### config.mk
export PLATFORM = sky130hd
export DESIGN_NAME = cmplx_mult_host
export DESIGN_NICKNAME = d
export VERILOG_FILES = /design/src/rtl/cmplx_mult_host.sv
export SDC_FILE = /design/constraint.sdc
export NUM_CORES = 1
export LEC_CHECK = 0
export ABC_AREA = 0
export BUFFER_PORTS_ARGS = -buffer_cell sky130_fd_sc_hd__buf_2
export CAP_MARGIN = 20
export CORE_MARGIN = 2
export CORE_UTILIZATION = 43
export DETAILED_ROUTE_END_ITERATION = 7
export GPL_TIMING_DRIVEN = 0
export PLACE_DENSITY = 0.66
export SYNTH_ARGS = -nofsm -noshare
export SYNTH_HDL_FRONTEND = slang
export SYNTH_SLANG_ARGS = --single-unit
### constraint.sdc
create_clock -name clk -period 2.6 [get_ports clk]
set_input_delay 0.52 -clock clk [delete_from_list [all_inputs] [get_ports clk]]
set_output_delay 0.52 -clock clk [all_outputs]
set_load 0.01 [all_outputs]
### src/rtl/cmplx_mult_host.sv
// Hardware initiator for the cmplx_mult switch-style protocol: replays an operand
// pair as four timed handshake/data words, then samples the two result words.
module cmplx_mult_host #(
    parameter int WORD_W      = 8,
    parameter int HOLD_CYCLES = 4
) (
    input  logic              clk,
    input  logic              reset_n,
    input  logic              in_valid,
    output logic              in_ready,
    input  logic [WORD_W-1:0] re_a,
    input  logic [WORD_W-1:0] im_a,
    input  logic [WORD_W-1:0] re_q,
    input  logic [WORD_W-1:0] im_q,
    output logic              hs_out,
    output logic [WORD_W-1:0] data_out,
    input  logic [WORD_W-1:0] led_in,
    output logic              res_valid,
    input  logic              res_ready,
    output logic [WORD_W-1:0] re_res,
    output logic [WORD_W-1:0] im_res
);

    localparam int CNT_W = $clog2(HOLD_CYCLES) + 1;
    localparam logic [CNT_W-1:0] CNT_LAST = CNT_W'(HOLD_CYCLES - 1);

    typedef enum logic [2:0] {
        S_IDLE,
        S_GAP,
        S_HIGH,
        S_RES_WAIT,
        S_IM_HIGH,
        S_TAIL,
        S_DONE
    } state_t;

    state_t            state_reg, state_next;
    logic [CNT_W-1:0]  cnt_reg, cnt_next;
    logic [1:0]        idx_reg, idx_next;
    logic              hs_reg, hs_next;
    logic [WORD_W-1:0] data_reg, data_next;
    logic [WORD_W-1:0] re_reg, re_next;
    logic [WORD_W-1:0] im_reg, im_next;
    logic [WORD_W-1:0] op_reg [4];
    logic [WORD_W-1:0] op_in  [4];
    logic              accept;
    logic              phase_last;
    logic              timed;

    assign op_in[0] = re_a;
    assign op_in[1] = im_a;
    assign op_in[2] = re_q;
    assign op_in[3] = im_q;

    assign accept     = in_valid && (state_reg == S_IDLE);
    assign phase_last = (cnt_reg == CNT_LAST);
    assign timed      = (state_reg != S_IDLE) && (state_reg != S_DONE);

    // Operands are captured once at acceptance and never re-sampled mid-transaction.
    generate
        for (genvar gi = 0; gi < 4; gi++) begin : g_op
            always_ff @(posedge clk) begin
                if (!reset_n) begin
                    op_reg[gi] <= '0;
                end else if (accept) begin
                    op_reg[gi] <= op_in[gi];
                end
            end
        end
    endgenerate

    always_comb begin
        state_next = state_reg;
        idx_next   = idx_reg;
        re_next    = re_reg;
        im_next    = im_reg;
        case (state_reg)
            S_IDLE: begin
                if (in_valid) begin
                    state_next = S_GAP;
                    idx_next   = 2'd0;
                end
            end
            S_GAP: begin
                if (phase_last) state_next = S_HIGH;
            end
            S_HIGH: begin
                if (phase_last) begin
                    if (idx_reg == 2'd3) begin
                        state_next = S_RES_WAIT;
                    end else begin
                        state_next = S_GAP;
                        idx_next   = idx_reg + 2'd1;
                    end
                end
            end
            S_RES_WAIT: begin
                if (phase_last) begin
                    state_next = S_IM_HIGH;
                    re_next    = led_in;
                end
            end
            S_IM_HIGH: begin
                if (phase_last) begin
                    state_next = S_TAIL;
                    im_next    = led_in;
                end
            end
            S_TAIL: begin
                if (phase_last) state_next = S_DONE;
            end
            S_DONE: begin
                if (res_ready) state_next = S_IDLE;
            end
            default: state_next = S_IDLE;
        endcase

        cnt_next = (timed && !phase_last) ? cnt_reg + CNT_W'(1) : '0;
        // Outputs are decoded from the next state so the registered lines line up with the state.
        hs_next   = (state_next == S_HIGH) || (state_next == S_IM_HIGH);
        data_next = (state_next == S_HIGH) ? op_reg[idx_next] : data_reg;
    end

    always_ff @(posedge clk) begin
        if (!reset_n) begin
            state_reg <= S_IDLE;
            cnt_reg   <= '0;
            idx_reg   <= '0;
            hs_reg    <= 1'b0;
            data_reg  <= '0;
            re_reg    <= '0;
            im_reg    <= '0;
        end else begin
            state_reg <= state_next;
            cnt_reg   <= cnt_next;
            idx_reg   <= idx_next;
            hs_reg    <= hs_next;
            data_reg  <= data_next;
            re_reg    <= re_next;
            im_reg    <= im_next;
        end
    end

    assign in_ready  = (state_reg == S_IDLE);
    assign res_valid = (state_reg == S_DONE);
    assign hs_out    = hs_reg;
    assign data_out  = data_reg;
    assign re_res    = re_reg;
    assign im_res    = im_reg;

endmodule

# ---- Word-level counts from Yosys, hierarchy flattened
# Memory sizes are Yosys's and may differ from the RTL's. A register that Yosys moved wholly into a read port is not among the register bits.
# Index checks and enable logic that the tools add are counted.
dict set report totals {
  register_bits 25
  mem_bits_rw 32
  in_bits 44
  out_inout_bits 27
  wordCells 56
  n_memories 1
}
# memory words word_bits read_ports rd_clocked_by_memory_dff wr line
set memory_table {}
lappend memory_table {op_reg 4 8 1 1 4 44} ;# logic [WORD_W-1:0] op_reg [4];
dict set report op_classes {
  addsub 2
  n_eq_ne 11
  mux 21
  n_bitwise 4
  n_reduce_logical 11
}
# cell n
set ops {}
lappend ops {{$mux 8} 4}
lappend ops {{$mux 3} 7}
lappend ops {{$pmux 3 s7} 1}
lappend ops {{$eq 3x2->1 const B} 4}
lappend ops {{$eq 3x3->1 const B} 4}
lappend ops {{$mux 2} 4}
lappend ops {{$reduce_and 2->1} 3}
lappend ops {{$mux 1} 4}
lappend ops {{$or 1x1->1} 4}
lappend ops {{$pmux 2 s2} 1}
lappend ops {{$add 3x1->3 const B} 1}
lappend ops {{$eq 3x1->1 const B} 1}
lappend ops {{$logic_and 1x1->1} 3}
lappend ops {{$logic_not 3->1} 1}
lappend ops {{$ne 3x3->1 const B} 1}
lappend ops {{$reduce_bool 3->1} 1}
lappend ops {{$add 2x1->2 const B} 1}
lappend ops {{$eq 2x2->1 const B} 1}
lappend ops {{$logic_not 1->1} 2}
lappend ops {{$logic_or 1x1->1} 1}

# ---- Depth between registers and ports, before layout
# Gate-level depths: netlist of the first run.
dict set report logic_depth {
  depth_word 6
  ltp_mapped 8
}

# ---- Worst setup path after synthesis of the first run
# Ideal clock, no wire load.
dict set report synth_timing {
  path_type {in2reg}
  from {input in_valid}
  to {memory op_reg[0][0], enable pin}
  t_arrival_ps 1725
  required_ps 2210
  slack_ps 484
  path_stages 2
  n_path_buf 0
  path_cell_list {or4b_1 -> nand2_1}
}
# item line
set synth_lines {}
lappend synth_lines {{start: declaration} 9} ;# input logic in_valid,
lappend synth_lines {{end: declaration} 44}

# ---- Worst setup path in the final report of the first run
dict set report layout_timing {
  from {register cnt_reg[0]}
  to {register data_reg[1] (netlist: data_out[1]) (read register of op_reg)}
}
dict set report layout_between {
  elab_chain_cells 4
  word_cells_on_any_way 10
  classes_between {eq/ne (2); mux (8)}
}
# item line
set layout_lines {}
lappend layout_lines {{start: declaration} 38} ;# logic [CNT_W-1:0] cnt_reg, cnt_next;
lappend layout_lines {{start signal: assignment} 135} ;# cnt_reg <= cnt_next;
lappend layout_lines {{$eq 3x2->1 *} 56} ;# assign phase_last = (cnt_reg == CNT_LAST);
lappend layout_lines {{$mux 3 (on tied branches)} n/a}
lappend layout_lines {{$pmux 3 s7} 77} ;# case (state_reg)
lappend layout_lines {{$eq 3x2->1} 121} ;# data_next = (state_next == S_HIGH) ? op_reg[idx_next] : data_reg;
lappend layout_lines {{end: declaration} 41} ;# logic [WORD_W-1:0] data_reg, data_next;
# Mark *: on every way between the ends. The rest lies on a longest branch, timed or not.
# A chain may end at the register's enable or synchronous reset.

==> results.toml, run 1 <==
[status]
status = "finished, final reports clean"

[critical_path]
end_kind = "flip-flop"
reg2regPathDepth = 8
crit_type = "reg -> reg"
reg2reg_slack_ps = 300
r2r_start = "cnt_reg[0]"
cp_max_fo = 10
worstPathRequired_ps = 2800
crit_end = "data_out[1]"
rr_endpoint = "data_out[1]"
startpoint_type = "flip-flop"
crit_start = "cnt_reg[0]"
arrival_ps = 2500

[clock_tree]
cts_buffers = 9
clk_latency_ps = 340
cts_buffer_depth = 2
htreeDepth = 3
tritoncts = "yes"
cts_sinks = 65
postCtsSetupBuffers = 0
clk_pin_slew_ps = 70
holdBufCountCts = 0
cts_root_buf = "clkbuf_8"
cts-resized-gates = 0

[logic_synthesis]
synth_commonest_cells = "and2_1 (33), dfxtp_1 (33), edfxtp_1 (32), nand2_1 (28), mux2i_1 (27)"
synth.cell_area_um2 = 2740
syn_inst = 240
synth_ff_type = "dfxtp_1"
synth.distinct_cells = 38
synth-edff-count = 32
yosys.area.top_type_share_pct = 35.07
synth.avg_cell_area_um2 = 11.42
yosysWarnings = 0
async_reset_ff_share_pct = 0
synth_area_leaders = "edfxtp_1 (35%), dfxtp_1 (24%), mux2i_1 (9.9%), and2_1 (7.5%), nand2_1 (3.8%)"
ys_seq_elements = 65
synth.largest_area_cell = "edfxtp_1"
syn_nets = 287
synth_seq_area_share_pct = 59.18

[job]
cap_violations = 0

[global_routing]
grt_max_degree = 21
track_usage_pct = 16.41
antenna_found_initial = 0
first_global_vias = 1849
grt_pass1_wl_mm = 8.873
gr-total-overflow = 0

[placement]
pre_cts_ws_ps = 224.7
port_buffers = 70
routabilityCongestion = 0.7823
dp.cells = 388
dp_hpwl_mm = 3.974

[layout]
largest_register_ffs = 32
nFillCells = 582
post_layout_nonfiller_instances = 404
layout-drive-gt1-share_pct = 28.44
final_nets = 369
syn_to_final_growth_pct = 25.48
diodes = 0

[sta]
tns_ps = 0
maxSlewViolCount = 0
slew-limit-headroom_pct = 45.85
rsz0062_at_grt = "no"
period_share_pct = 88.46
fmax_ghz = 0.4348
fin_skew_ps = 6.068
worstMarginPinSlew_ps = 807.8
fin_crit_ps = 2300
finalSetupViolCount = 0
setup_ws_ps = 300.1
hold_viol = 0

[floorplanning]
num_io_pins = 71
rows = 29
initial_core_util_pct = 43.91
die_h_um = 83.83
fp.dieArea_um2 = 7027
die_w_um = 83.83
coreArea_um2 = 6241

[pwr]
power.density_nw_per_um2 = 641.2
power_w = 0.002205
max-vdd-ir-drop_v = 0.0003213
p_leak_nw = 1.395

[drt]
wl_met2_mm = 2.549
drt_wl_total_mm = 5.517
drc_errors = 0
ant_nets = 0
routed.top_layer = "met4"
via_per_inst = 4.933
firstDrtPassIters = 4
wire_per_inst_um = 13.66
wl_met1_mm = 2.651
wl_met3_um = 207
drtIter0Drc = 71
vias = 1993

[worst_hold_path]
min_path_type = "reg -> reg"
-- final cells by class --
cell class                 instances  area, um2  area share [%]
tap                               77      96.34           2.802
timing repair buffer              71      377.9           10.99
sequential                        65       1622           47.16
clock buffer                      13      158.9           4.622
multi-input combinational        159       1045           30.39
clock inverter                     3      65.06           1.892
buffer                            12      58.81           1.710
inverter                           4      15.01          0.4367
-- metal layers --
layer	GRT usage (%)	vias to the layer above
li1	-	1016
met1	21.33	930
met2	25.67	38
met3	4.451	9
met4	7.478	0
met5	0	-
-- cells in the final DEF, fill, tap and decap left out, drive strengths merged --
master / instances
a21oi: 9
clkbuf: 20
o21ai: 4
or4b: 1
or4: 1
or3: 1
o21a: 1
a2bb2oi: 1
or2: 1
nand3: 2
bufinv: 2
mux2i: 27
nand2: 28
a21boi: 1
nor3: 5
ha: 3
nor3b: 3
clkinv: 1
and2: 33
nor2b: 2
o221ai: 8
or3b: 1
nand2b: 2
a31oi: 2
dfxtp: 33
nor2: 18
edfxtp: 32
inv: 4
a32oi: 1
nand3b: 2
and3: 1
o31a: 1
buf: 76
-- through the flow --
stage	hold WS, ps	cell area, um2	utilization [%]
2_1_floorplan	399.1	2740	-
3_3_place_gp	412.1	3187	51.06
3_5_place_dp	417.1	3214	51.50
4_1_cts	422.2	3438	55.09
5_1_grt	430.3	3438	55.09
6_report	420.3	3438	55.09
-- worst min path at each step --
stage / from / endpoint / slack, ps / cells after the start
global placement: cnt_reg[0] / cnt_reg[0] / 410 / 1
CTS: led_in[4] / re_res[4] / 420 / 3
global route: led_in[4] / re_res[4] / 430 / 3
floorplan: cnt_reg[0] / cnt_reg[0] / 400 / 1
finish: cnt_reg[0] / cnt_reg[0] / 420 / 1
detailed placement: cnt_reg[0] / cnt_reg[0] / 420 / 1
-- where the power goes --
part           internal [W]  switching [W]  total (W)  leakage [nW]
registers           0.00112      0.0000117    0.00113         0.611
logic             0.0000542      0.0000624   0.000117         0.670
clock network      0.000592       0.000365   0.000957         0.114
-- critical path: stages (launching register included) --
cell      delay (ps)
dfxtp_1          330
ha_1             170
ha_1             230
nor3b_1          290
mux2i_1          180
nor2_4           290
buf_4            290
mux2i_1          250
o221ai_1         140
-- kinds of logic after synthesis --
family / Yosys count / share of synthesized area (%)
compound gates: 28 / 7.123
fa+ha+maj: 3 / 1.370
buf+inv: 16 / 2.694
flops: 65 / 59.18
mux: 27 / 9.863
simple gates: 101 / 19.77
Note: power is estimated with default switching activity, not from simulation.
==> run 2, diff against run 1 <==
- CORE_MARGIN: 2 -> default
- clock period: 2.6 -> 3 ns (I/O delays scaled with it)
==> run 2 against run 1 <==
Clock-buffer cell count down 2. Largest cell class unchanged. Largest power group unchanged. First-iteration DRC count is 56% higher. Worst setup slack better by 410 ps. Die area shrank 4.7%. Register-to-register slack improved by 410 ps. Wire length down 1.0%. Non-clock buffer count unchanged. Sequential share of layout area decreased by 0.12 points. Clock power is 8.5% lower. Global-route usage up 2.0 points. Highest routed layer unchanged.
==> results.toml, run 2 (synthesis gave the netlist of run 1 again) <==
[status]
status = "finished, final reports clean"

[clock_tree]
clk_pin_slew_ps = 60
cts-resized-gates = 0
cts_root_buf = "clkbuf_8"
cts_buffers = 9
tritoncts = "yes"
clk_latency_ps = 330
cts_buffer_depth = 2
holdBufCountCts = 0
cts_sinks = 65
htreeDepth = 3
postCtsSetupBuffers = 0

[layout]
nFillCells = 558
design_area_um2 = 3447
syn_to_final_growth_pct = 25.80
post_layout_nonfiller_instances = 402
layout_common_cells = "buf_2 (72), and2_1 (33), dfxtp_1 (33)"
final_nets = 369
largest_register_ffs = 32
diodes = 0
layout-drive-gt1-share_pct = 28.44
layout_commonest_cell = "buf_2"
fin_util_pct = 57.21

[critical_path]
worstPathRequired_ps = 3190
cp_max_fo = 10
crit_end = "data_out[0]"
r2r_start = "cnt_reg[0]"
reg2reg_slack_ps = 710
reg2regPathDepth = 8
startpoint_type = "flip-flop"
rr_endpoint = "data_out[0]"
crit_type = "reg -> reg"
crit_start = "cnt_reg[0]"
end_kind = "flip-flop"
arrival_ps = 2480

[drt]
vias = 1956
drt_wl_total_mm = 5.462
drtIter0Drc = 111
ant_nets = 0
drc_errors = 0
via_per_inst = 4.866
firstDrtPassIters = 6
wire_per_inst_um = 13.59

[placement]
routabilityCongestion = 0.8084
dp.cells = 386
port_buffers = 70
dp_hpwl_mm = 3.960
pre_cts_ws_ps = 627.6
placed_area_um2 = 3212

[pwr]
p_comb_share_pct = 5.1
intPower_w = 0.001570
max-vdd-ir-drop_v = 0.0002750
switchingPower_w = 0.0003871
power.share.clock_pct = 44.8
switching_share_pct = 19.78
p_leak_nw = 1.399
power.density_nw_per_um2 = 567.8
power.sequential.fraction_pct = 50.1

[floorplanning]
rows = 28
coreArea_um2 = 6026
fp.dieArea_um2 = 6695
die_w_um = 81.83
num_io_pins = 71
initial_core_util_pct = 45.47
die_h_um = 81.83

[sta]
fmax_ghz = 0.4370
finalSetupViolCount = 0
hold_viol = 0
fin_skew_ps = 7.099
maxSlewViolCount = 0
slew-limit-headroom_pct = 45.11
rsz0062_at_grt = "no"
period_share_pct = 76.28
worstMarginPinSlew_ps = 818.9
fin_crit_ps = 2288
tns_ps = 0
setup_ws_ps = 711.6

[global_routing]
track_usage_pct = 18.43
grt_pass1_wl_mm = 8.914
gr-total-overflow = 0
first_global_vias = 1911
grt_max_degree = 18
antenna_found_initial = 0

[worst_hold_path]
min_path_type = "reg -> reg"

[job]
cap_violations = 0
-- run 2: cell types whose count changed in the layout (fill, tap and decap cells not counted) --
cell,before,now
bufinv_16,2,3
clkbuf_8,11,9
clkinv_4,0,1
-- run 2: routing by layer --
metal | track usage [%] | up-vias | wire [um]
met5 | 0 | - | 0
met4 | 10.53 | 0 | 95
met3 | 3.333 | 8 | 200
met2 | 27.77 | 46 | 2665
met1 | 24.82 | 890 | 2501
li1 | - | 1012 | -
-- run 2: metrics by stage --
step,hold WS [ps],power (W)
floorplan,399.1,0.001048
CTS,428.4,0.001980
global route,448.2,0.002032
detailed placement,419.1,0.001102
finish,424.1,0.001957
global placement,409.2,0.001094
-- run 2: worst max-delay path, stage by stage, from the launching register on --
cell and delay, ps:
dfxtp_1 340, ha_1 180, ha_1 230, nor3b_1 250, mux2i_1 170, nor2_4 300, buf_4 290, mux2i_1 250
o221ai_1 140
-- run 2: worst min-delay path by stage --
| stage | start | end | slack [ps] | cells after the start |
|---|---|---|---|---|
| after floorplan | cnt_reg[0] | cnt_reg[0] | 400 | 1 |
| after global placement | cnt_reg[0] | cnt_reg[0] | 410 | 1 |
| after detailed placement | cnt_reg[0] | cnt_reg[0] | 420 | 1 |
| after CTS | cnt_reg[0] | cnt_reg[0] | 430 | 1 |
| after global routing | cnt_reg[0] | cnt_reg[0] | 450 | 1 |
| final | cnt_reg[0] | cnt_reg[0] | 420 | 1 |
-- run 2: power groups by stage --
stage	logic, W	clock network [W]	registers, W
after floorplan	0.0000501	0	0.000998
after global placement	0.0000944	0	0.00100
after detailed placement	0.000102	0	0.00100
after CTS	0.000102	0.000897	0.000981
after global routing	0.000113	0.000935	0.000984
final	0.000100	0.000876	0.000981
-- run 2: final cells by class --
class                      instances  area (um2)  share of cell area, %
clock buffer                      11       131.4                  3.811
buffer                            12       58.81                  1.706
tap                               75       93.84                  2.722
sequential                        65        1622                  47.04
inverter                           4       15.01                 0.4356
multi-input combinational        159        1045                  30.31
clock inverter                     5       103.9                  3.013
timing repair buffer              71       377.9                  10.96
==> run 3, diff against run 2 <==
- PLACE_DENSITY: 0.66 -> 0.69
- clock period: 3 -> 2 ns (I/O delays scaled with it)
==> run 3 against run 2 <==
The run now ends with negative setup slack left. Combinational power grew 52%. Clock skew grew 3.7 ps. Total power grew 34%. Sequential cell count is the same. Die area is the same. Clock power grew 13%. Global-route usage shrank 0.082 points. Critical path depth is the same. Largest power group unchanged.
==> results.toml, run 3 (synthesis gave the netlist of run 1 again) <==
[status]
status = "finished with violations"
violations = "negative setup slack"

[critical_path]
max_stage_delay_ps = 350
rr_endpoint = "data_out[7]"
worstPathRequired_ps = 2270
reg2regPathDepth = 8
crit_type = "reg -> reg"
end_kind = "flip-flop"
crit_chain = "ha_4, ha_4, a21boi_4, o31a_1, or3_4, or2_1, buf_6, o221ai_2"
cp_max_fo = 8
r2r_start = "cnt_reg[0]"
startpoint_type = "flip-flop"
cp_common_cell = "ha_4"
arrival_ps = 2300
critPathSlowestCell = "or3_4"
reg2reg_slack_ps = -30

[worst_hold_path]
min-delay-start = "led_in[4]"
hold_depth = 3
hold_path_end = "re_res[4]"
min_path_type = "in -> reg"

[clock_tree]
htreeDepth = 3
cts_buffer_depth = 2
tritoncts = "yes"
clk_latency_ps = 340
cts_sinks = 65
cts_root_buf = "clkbuf_8"
holdBufCountCts = 0
clk_pin_slew_ps = 70
cts_buffers = 9

[placement]
routabilityCongestion = 0.7809
port_buffers = 70
dp.cells = 385
dp_hpwl_mm = 3.804

[layout]
layout_common_cells = "buf_2 (72), and2_1 (33), edfxtp_1 (32)"
layout_commonest_cell = "buf_2"
post_layout_nonfiller_instances = 405
diodes = 0
nFillCells = 549
fin_util_pct = 58.39
largest_register_ffs = 32
syn_to_final_growth_pct = 28.40
layout-drive-gt1-share_pct = 35.76
final_nets = 372

[drt]
drc_errors = 0
firstDrtPassIters = 4
ant_nets = 0
drt_wl_total_mm = 5.600
via_per_inst = 4.993
drtIter0Drc = 87
vias = 2022
wire_per_inst_um = 13.83

[global_routing]
gr-total-overflow = 0
grt_pass1_wl_mm = 8.769
first_global_vias = 1879
grt_max_degree = 34
antenna_found_initial = 0
track_usage_pct = 18.35

[floorplanning]
num_io_pins = 71
die_w_um = 81.83
fp.dieArea_um2 = 6695
coreArea_um2 = 6026
die_h_um = 81.83
rows = 28
initial_core_util_pct = 45.47

[sta]
fin_skew_ps = 10.75
finalSetupViolCount = 8
hold_viol = 0
fmax_ghz = 0.4923
tns_ps = -152.2
worstMarginPinSlew_ps = 546.7
slew-limit-headroom_pct = 63.43
setup_ws_ps = -31.40
fin_crit_ps = 2031
maxSlewViolCount = 0
rsz0062_at_grt = "yes"
period_share_pct = 101.6

[pwr]
p_leak_nw = 1.415
power.density_nw_per_um2 = 743.7
max-vdd-ir-drop_v = 0.0003815

[job]
cap_violations = 0
run 3: final cells by class:
cell class,count,area [um2],share of cell area [%]
clock buffers,13,158.9,4.516
multi-input cells,159,1162,33.04
inverters,4,15.01,0.4267
repair buffers,75,387.9,11.02
plain buffers,11,58.81,1.671
well taps,75,93.84,2.667
clock inverters,3,17.52,0.4979
flip-flops and latches,65,1624,46.16
run 3: critical path, delay by kind of cell, from the launching register on:
kind | cells | cell delay (ps)
DFF | 1 | 330
buffers and inverters | 1 | 150
adders and majority gates | 2 | 330
AOI/OAI and AO/OA | 3 | 570
and+or+nand+nor | 2 | 580
run 3: layer usage:
layer  vias up  wire length, um  global-route usage (%)
li1       1014                -                       -
met1       960             2625                   24.38
met2        42             2654                   26.86
met3         6              225                   5.222
met4         0               94                   10.00
met5         -                0                       0
run 3: how the worst max path moves through the flow:
stage | start | to | slack (ps)
2_1_floorplan | cnt_reg[0] | data_out[0] | 20
3_3_place_gp | cnt_reg[0] | data_out[0] | -260
3_5_place_dp | cnt_reg[0] | data_out[0] | -300
4_1_cts | cnt_reg[0] | data_out[3] | -90
5_1_grt | cnt_reg[0] | data_out[3] | -90
6_report | cnt_reg[0] | data_out[7] | -30
run 3: report_power, final:
part | leakage [nW] | switching (W) | total, W | internal [W]
Combinational | 0.713 | 0.0000853 | 0.000152 | 0.0000664
Sequential | 0.612 | 0.0000168 | 0.00147 | 0.00146
Clock | 0.0894 | 0.000478 | 0.000992 | 0.000514
Total | 1.41 | 0.000580 | 0.00262 | 0.00204
run 3: metrics by stage:
| stage | setup WS (ps) | power, W | area, um2 | hold WS (ps) |
|---|---|---|---|---|
| after floorplan | 24.30 | 0.001572 | 2745 | 399.1 |
| after global placement | -264.1 | 0.001640 | 3189 | 410.8 |
| final | -31.40 | 0.002616 | 3518 | 310.6 |
| after CTS | -94.16 | 0.002642 | 3473 | 295.9 |
| after detailed placement | -298.6 | 0.001645 | 3189 | 426.8 |
| after global routing | -89.63 | 0.002721 | 3518 | 314.2 |
run 3: timing repair:
item | CTS | global route
pin swaps | 13 | 3
resized for setup | 16 | 12
endpoints found under the setup margin | 8 | 68
hold endpoints to repair | 0 | 0
buffers inserted | 3 | 2
